**config.mk**
```make
export PLATFORM = sky130hd
export DESIGN_NAME = ex_div_unit
export DESIGN_NICKNAME = d
export VERILOG_FILES = /design/src/rtl/ex_div_unit.sv
export SDC_FILE = /design/constraint.sdc
export NUM_CORES = 1
export LEC_CHECK = 0
export BUFFER_PORTS_ARGS = -buffer_cell sky130_fd_sc_hd__buf_4
export CORE_UTILIZATION = 60
export CTS_CLUSTER_DIAMETER = 120
export DETAILED_ROUTE_END_ITERATION = 10
export PLACE_DENSITY = 0.81
export SLEW_MARGIN = 20
export SYNTH_ARGS = -nofsm -noshare
export SYNTH_HDL_FRONTEND = slang
export SYNTH_SLANG_ARGS = --single-unit
```
**constraint.sdc**
```tcl
create_clock -name clk -period 5.5 [get_ports clk]
set_input_delay 1.1 -clock clk [delete_from_list [all_inputs] [get_ports clk]]
set_output_delay 1.1 -clock clk [all_outputs]
set_load 0.01 [all_outputs]
```
**src/rtl/ex_div_unit.sv**
```systemverilog
// ex_div_unit -- iterative 32-bit integer divider for the EX stage.
//
// Runs a restoring radix-2 divide on operand magnitudes and produces one
// quotient bit per cycle, MSB first. The quotient and remainder signs are
// applied when the result is registered. Divide-by-zero and signed overflow
// can optionally bypass the iteration when FAST_SPECIAL is set.
//
// The opcode values default to this file's own choice of encoding. Override
// them to match the ALU_* codes in sys_defs.vh when integrating.
//
// Ports:
//   clk       rising-edge clock
//   rst       asynchronous active-low reset
//   req_vld   EX stage presents a divide request
//   req_rdy   unit is idle and can accept a request
//   req_func  ALU_DIV / ALU_DIVU / ALU_REM / ALU_REMU
//   req_opa   dividend
//   req_opb   divisor
//   flush     abort any operation in flight
//   rsp_vld   result available (state DONE)
//   rsp_rdy   consumer takes the result
//   rsp_res   quotient or remainder
//   busy      unit is not idle
module ex_div_unit #(
  parameter bit         FAST_SPECIAL = 1'b1,
  parameter logic [4:0] ALU_DIV      = 5'h0c,
  parameter logic [4:0] ALU_DIVU     = 5'h0d,
  parameter logic [4:0] ALU_REM      = 5'h0e,
  parameter logic [4:0] ALU_REMU     = 5'h0f
) (
  input  logic        clk,
  input  logic        rst,
  input  logic        req_vld,
  output logic        req_rdy,
  input  logic [4:0]  req_func,
  input  logic [31:0] req_opa,
  input  logic [31:0] req_opb,
  input  logic        flush,
  output logic        rsp_vld,
  input  logic        rsp_rdy,
  output logic [31:0] rsp_res,
  output logic        busy
);

  localparam logic [1:0] IDLE = 2'd0;
  localparam logic [1:0] CALC = 2'd1;
  localparam logic [1:0] DONE = 2'd2;

  logic [1:0]  state;
  logic [4:0]  cnt;
  logic [4:0]  func_q;
  logic [31:0] quo_q;      // holds the dividend and shifts in quotient bits
  logic [31:0] dvs_q;
  logic [31:0] rem_q;
  logic        q_sign_q;
  logic        r_sign_q;
  logic        div_zero_q;

  // Request decode, operand magnitudes and the fast-path special results.
  logic        req_is_div;
  logic        req_signed;
  logic        req_quot;
  logic        req_zero;
  logic        req_ovf;
  logic        req_special;
  logic        accept;
  logic [31:0] opa_mag;
  logic [31:0] opb_mag;
  logic [31:0] fast_res;

  always_comb begin
    req_is_div  = (req_func == ALU_DIV) || (req_func == ALU_DIVU) ||
                  (req_func == ALU_REM) || (req_func == ALU_REMU);
    req_signed  = (req_func == ALU_DIV) || (req_func == ALU_REM);
    req_quot    = (req_func == ALU_DIV) || (req_func == ALU_DIVU);
    opa_mag     = (req_signed && req_opa[31]) ? (~req_opa + 32'd1) : req_opa;
    opb_mag     = (req_signed && req_opb[31]) ? (~req_opb + 32'd1) : req_opb;
    req_zero    = (req_opb == 32'd0);
    req_ovf     = req_signed && (req_opa == 32'h8000_0000) &&
                  (req_opb == 32'hffff_ffff);
    req_special = req_zero || req_ovf;
    if (req_zero) begin
      fast_res = req_quot ? 32'hffff_ffff : req_opa;
    end else begin
      fast_res = req_quot ? 32'h8000_0000 : 32'd0;
    end
    accept = req_vld && (state == IDLE) && !flush && req_is_div;
  end

  // One restoring step: shift the next dividend bit into the partial
  // remainder and subtract the divisor when it fits. The partial remainder
  // is always below the divisor, so the 33-bit shifted value cannot
  // overflow, and the kept remainder always fits in 32 bits.
  logic [32:0] shifted;
  logic [32:0] diff;
  logic        fits;
  logic [31:0] rem_next;
  logic [31:0] quo_next;
  logic [31:0] final_res;

  always_comb begin
    shifted  = {rem_q, quo_q[31]};
    diff     = shifted - {1'b0, dvs_q};
    fits     = (shifted >= {1'b0, dvs_q});
    rem_next = fits ? diff[31:0] : shifted[31:0];
    quo_next = {quo_q[30:0], fits};
    if ((func_q == ALU_DIV) || (func_q == ALU_DIVU)) begin
      // A zero divisor iterates to all ones, but the signed sign
      // correction would spoil it, so the result is forced.
      if (div_zero_q) final_res = 32'hffff_ffff;
      else            final_res = q_sign_q ? (~quo_next + 32'd1) : quo_next;
    end else begin
      final_res = r_sign_q ? (~rem_next + 32'd1) : rem_next;
    end
  end

  // Control FSM and datapath registers. Flush wins over everything else.
  // rsp_res is only written on entry to DONE, so it holds its value
  // everywhere else.
  always_ff @(posedge clk or negedge rst) begin
    if (!rst) begin
      state      <= IDLE;
      cnt        <= 5'd0;
      func_q     <= 5'd0;
      quo_q      <= 32'd0;
      dvs_q      <= 32'd0;
      rem_q      <= 32'd0;
      q_sign_q   <= 1'b0;
      r_sign_q   <= 1'b0;
      div_zero_q <= 1'b0;
      rsp_res    <= 32'd0;
    end else if (flush) begin
      state <= IDLE;
    end else begin
      case (state)
        IDLE: begin
          if (accept) begin
            func_q     <= req_func;
            quo_q      <= opa_mag;
            dvs_q      <= opb_mag;
            rem_q      <= 32'd0;
            q_sign_q   <= req_signed & (req_opa[31] ^ req_opb[31]);
            r_sign_q   <= req_signed & req_opa[31];
            div_zero_q <= req_zero;
            cnt        <= 5'd31;
            if (FAST_SPECIAL && req_special) begin
              rsp_res <= fast_res;
              state   <= DONE;
            end else begin
              state <= CALC;
            end
          end
        end
        CALC: begin
          rem_q <= rem_next;
          quo_q <= quo_next;
          if (cnt == 5'd0) begin
            rsp_res <= final_res;
            state   <= DONE;
          end else begin
            cnt <= cnt - 5'd1;
          end
        end
        DONE: begin
          if (rsp_rdy) state <= IDLE;
        end
        default: state <= IDLE;
      endcase
    end
  end

  assign req_rdy = (state == IDLE);
  assign rsp_vld = (state == DONE);
  assign busy    = (state != IDLE);

endmodule

```
==> flow_summary_export.csv <==
group,metric,value,unit
run_status,status,"finished, final reports clean",
power,peakVddDrop,386.7,uV
clock_tree,cts_root_buf,"clkbuf_16",
finish,nets,1687,
sta,hold_viol,0,
sta,relSlewSlack,0.3417,
synthesis,ys_ff_latch,142,
worst_setup_path,timing.rr.start,"rem_q[17]",
routing,first_iter_violations,1269,
worst_hold_path,min_path_type,"register to register",
die,pin_count,109,
synthesis,syn_nets,1627,
place,io_buffers,108,
routing,viasPerCell,6.495,
sta,skew,0.006902,ns
grt,grt_pass1_wl,60000,um
die,core,19020,um2
synthesis,yosys_warnings,0,
clock_tree,cts.sink_count,142,
flow_run,maxCapViolations,0,
finish,stdcell_area,13260,um2
worst_setup_path,reg2reg_setup_slack,0.65,ns
finish,final_core_util,0.6970,
worst_hold_path,hold_end,"rsp_res[10]",
sta,fin_crit,4.855,ns
clock_tree,clkTransAtPathRegs,0.07,ns
routing,avgRoutedWirePerCell,20.16,um
worst_setup_path,crit_type,"register to register",
finish,area_delta_synth_final,12.13,%
grt,grtUsageTotal,0.3809,
synthesis,ys_seq_area_frac,0.3006,
clock_tree,htreeDepth,4,
sta,tightest_slew,0.9875,ns
worst_setup_path,cp_max_fo,11,
synthesis,avgSynthCellArea,7.814,um2
routing,totalWireLength,37190,um
finish,fillers,1646,
synthesis,netlist_top_cells_area,"dfrtp_1 30%, o21ai_0 7.8%, nand2_1 6.4%",
routing,drc_errors,0,
place,dp_hpwl,27370,um
finish,multi_input_area,7604,um2
place,dpl_cell_area,12660,um2
worst_setup_path,crit_path_start_kind,"register",
routing,drt_first_pass_iters,6,
finish,instances_no_fill,1845,
sta,setup_viol,0,
die,initial_utilization,0.6216,
worst_setup_path,r2r_cells,17,
die,die_area,20270,um2
synthesis,synth_edf_count,0,
clock_tree,cts.path.max_buffers,2,
sta,finalSetupTns,0,ns
grt,grt_max_degree,109,
power,p_leak,0.005658,uW
clock_tree,cts_setup_buffers,0,
worst_hold_path,holdPathStages,2,
die,fp.dieH,142.4,um
finish,seq_area,3553,um2
worst_setup_path,r2r_end,"rsp_res[28]",
clock_tree,clock_latency,0.44,ns
sta,fin_crit_sh,0.8827,
finish,diodes,0,
synthesis,synth_area_leader_cell,"dfrtp_1",
place,gp_congestion,0.9580,
synthesis,ys_async_sr_fraction,1.000,
synthesis,synth_flop_cell,"dfrtp_1",
clock_tree,numCtsBuffers,17,
synthesis,syn_area,11820,um2
grt,grt_overflow_total,0,
synthesis,yosysUniqueCellTypes,94,
die,die_x,142.4,um
worst_setup_path,cp.required,5.86,ns
power,cellPowerDensity,669.5,nW/um2
finish,drive_above_1_share,0.1300,
clock_tree,post_cts_resized,0,
grt,grt_pass1_vias,11300,
sta,rsz0062_at_grt,"no",
routing,num_vias,11980,
worst_setup_path,arrival,5.22,ns
place,placed_cells,1814,
clock_tree,tritoncts,"built",
sta,clock.fmax,206.0,MHz
sta,final-max-slew-violation-count,0,
synthesis,syn_inst,1513,
synthesis,synth_top_area_share,0.3006,
routing,ant_nets,0,
clock_tree,hold_buffers,0,
die,num_rows,50,
grt,antenna_found_initial,1,
worst_setup_path,end_kind,"register",
worst_hold_path,min_from,"rsp_res[10]",
## cell usage in the layout (no fill, tap or decap), drive strengths merged, types with 39 or more instances in the layout
cell	instances
buf	125
ha	39
o21ai	196
a21oi	126
xnor2	50
nand2	204
nor2	114
dfrtp	142
inv	65
xor2	81
## report_power, final
group | switching, uW | leakage (uW) | internal [uW]
sequential | 474 | 0.00183 | 1440
clock | 503 | 0.000282 | 679
combinational | 3690 | 0.00355 | 2090
## synthesized netlist by cell type (31+ instances only)
library cell	n
nand3_1	32
nor2_1	112
ha_1	39
o21ai_0	184
xor2_1	81
clkbuf_1	52
inv_1	64
nand2_1	203
dfrtp_1	142
a21oi_1	123
xnor2_1	50
nor3_1	31
## metrics by stage
stage,setup WS [ns],total power (uW),hold WS [ns]
5_1_grt,0.4649,9495,0.4881
6_report,0.6453,8875,0.4654
2_1_floorplan,1.209,6002,0.4484
3_5_place_dp,0.8008,7500,0.4580
4_1_cts,0.6907,8703,0.4715
3_3_place_gp,0.9468,7383,0.4522
## worst max-delay path, cell delays in order (launching register included)
cell and delay [ns]:
dfrtp_1 0.43, ha_1 0.38, a21o_1 0.22, a31o_2 0.28
a211oi_1 0.24, o31ai_1 0.10, buf_4 0.18, or2_2 0.33
inv_1 0.24, ha_1 0.24, nand2b_1 0.10, or3_1 0.35
or2_2 0.37, nand2b_1 0.27, o41ai_1 0.44, xor2_1 0.12
a221o_1 0.33, o21ai_1 0.13
## cell type report
class / count / area share
repair buffers: 126 / 0.07183
clock buffers: 18 / 0.03313
multi-input cells: 1222 / 0.5736
well taps: 260 / 0.02454
flip-flops and latches: 142 / 0.2681
clock inverters: 13 / 0.01076
inverters: 64 / 0.01812
## flip-flops by register name, indices dropped and copies added (netlist names), 2 cells and up
register,flops
cnt,5
rsp_res,32
func_q,4
quo_q,32
rem_q,32
state,2
dvs_q,32
## routing by layer
metal,vias up,part of all wire,global-route usage
met3,105,0.084,0.06864
li1,5591,-,-
met5,-,0.00024,0
met4,2,0.032,0.1471
met2,664,0.46,0.6029
met1,5622,0.43,0.5169
## kinds of logic (layout without fill, tap and decap cells)
group,after synthesis,after routing,share of synthesized area
DFF,142,142,0.3006
AOI/OAI and AO/OA,511,511,0.2739
xor gates and xnor gates,131,131,0.09705
muxes,22,22,0.01905
and+or+nand+nor,518,518,0.2081
adders and majority gates,40,40,0.04297
buffers and inverters,149,221,0.05842
## worst max path at each step
stage / cells after the start / end / from
6_report: 17 / rsp_res[28] / rem_q[17]
2_1_floorplan: 19 / rsp_res[24] / rem_q[17]
3_5_place_dp: 18 / rsp_res[24] / rem_q[17]
4_1_cts: 17 / rsp_res[28] / rem_q[17]
3_3_place_gp: 12 / rsp_res[15] / req_opa[6]
5_1_grt: 17 / rsp_res[28] / rem_q[17]
Note: power is estimated with default switching activity, not from simulation.
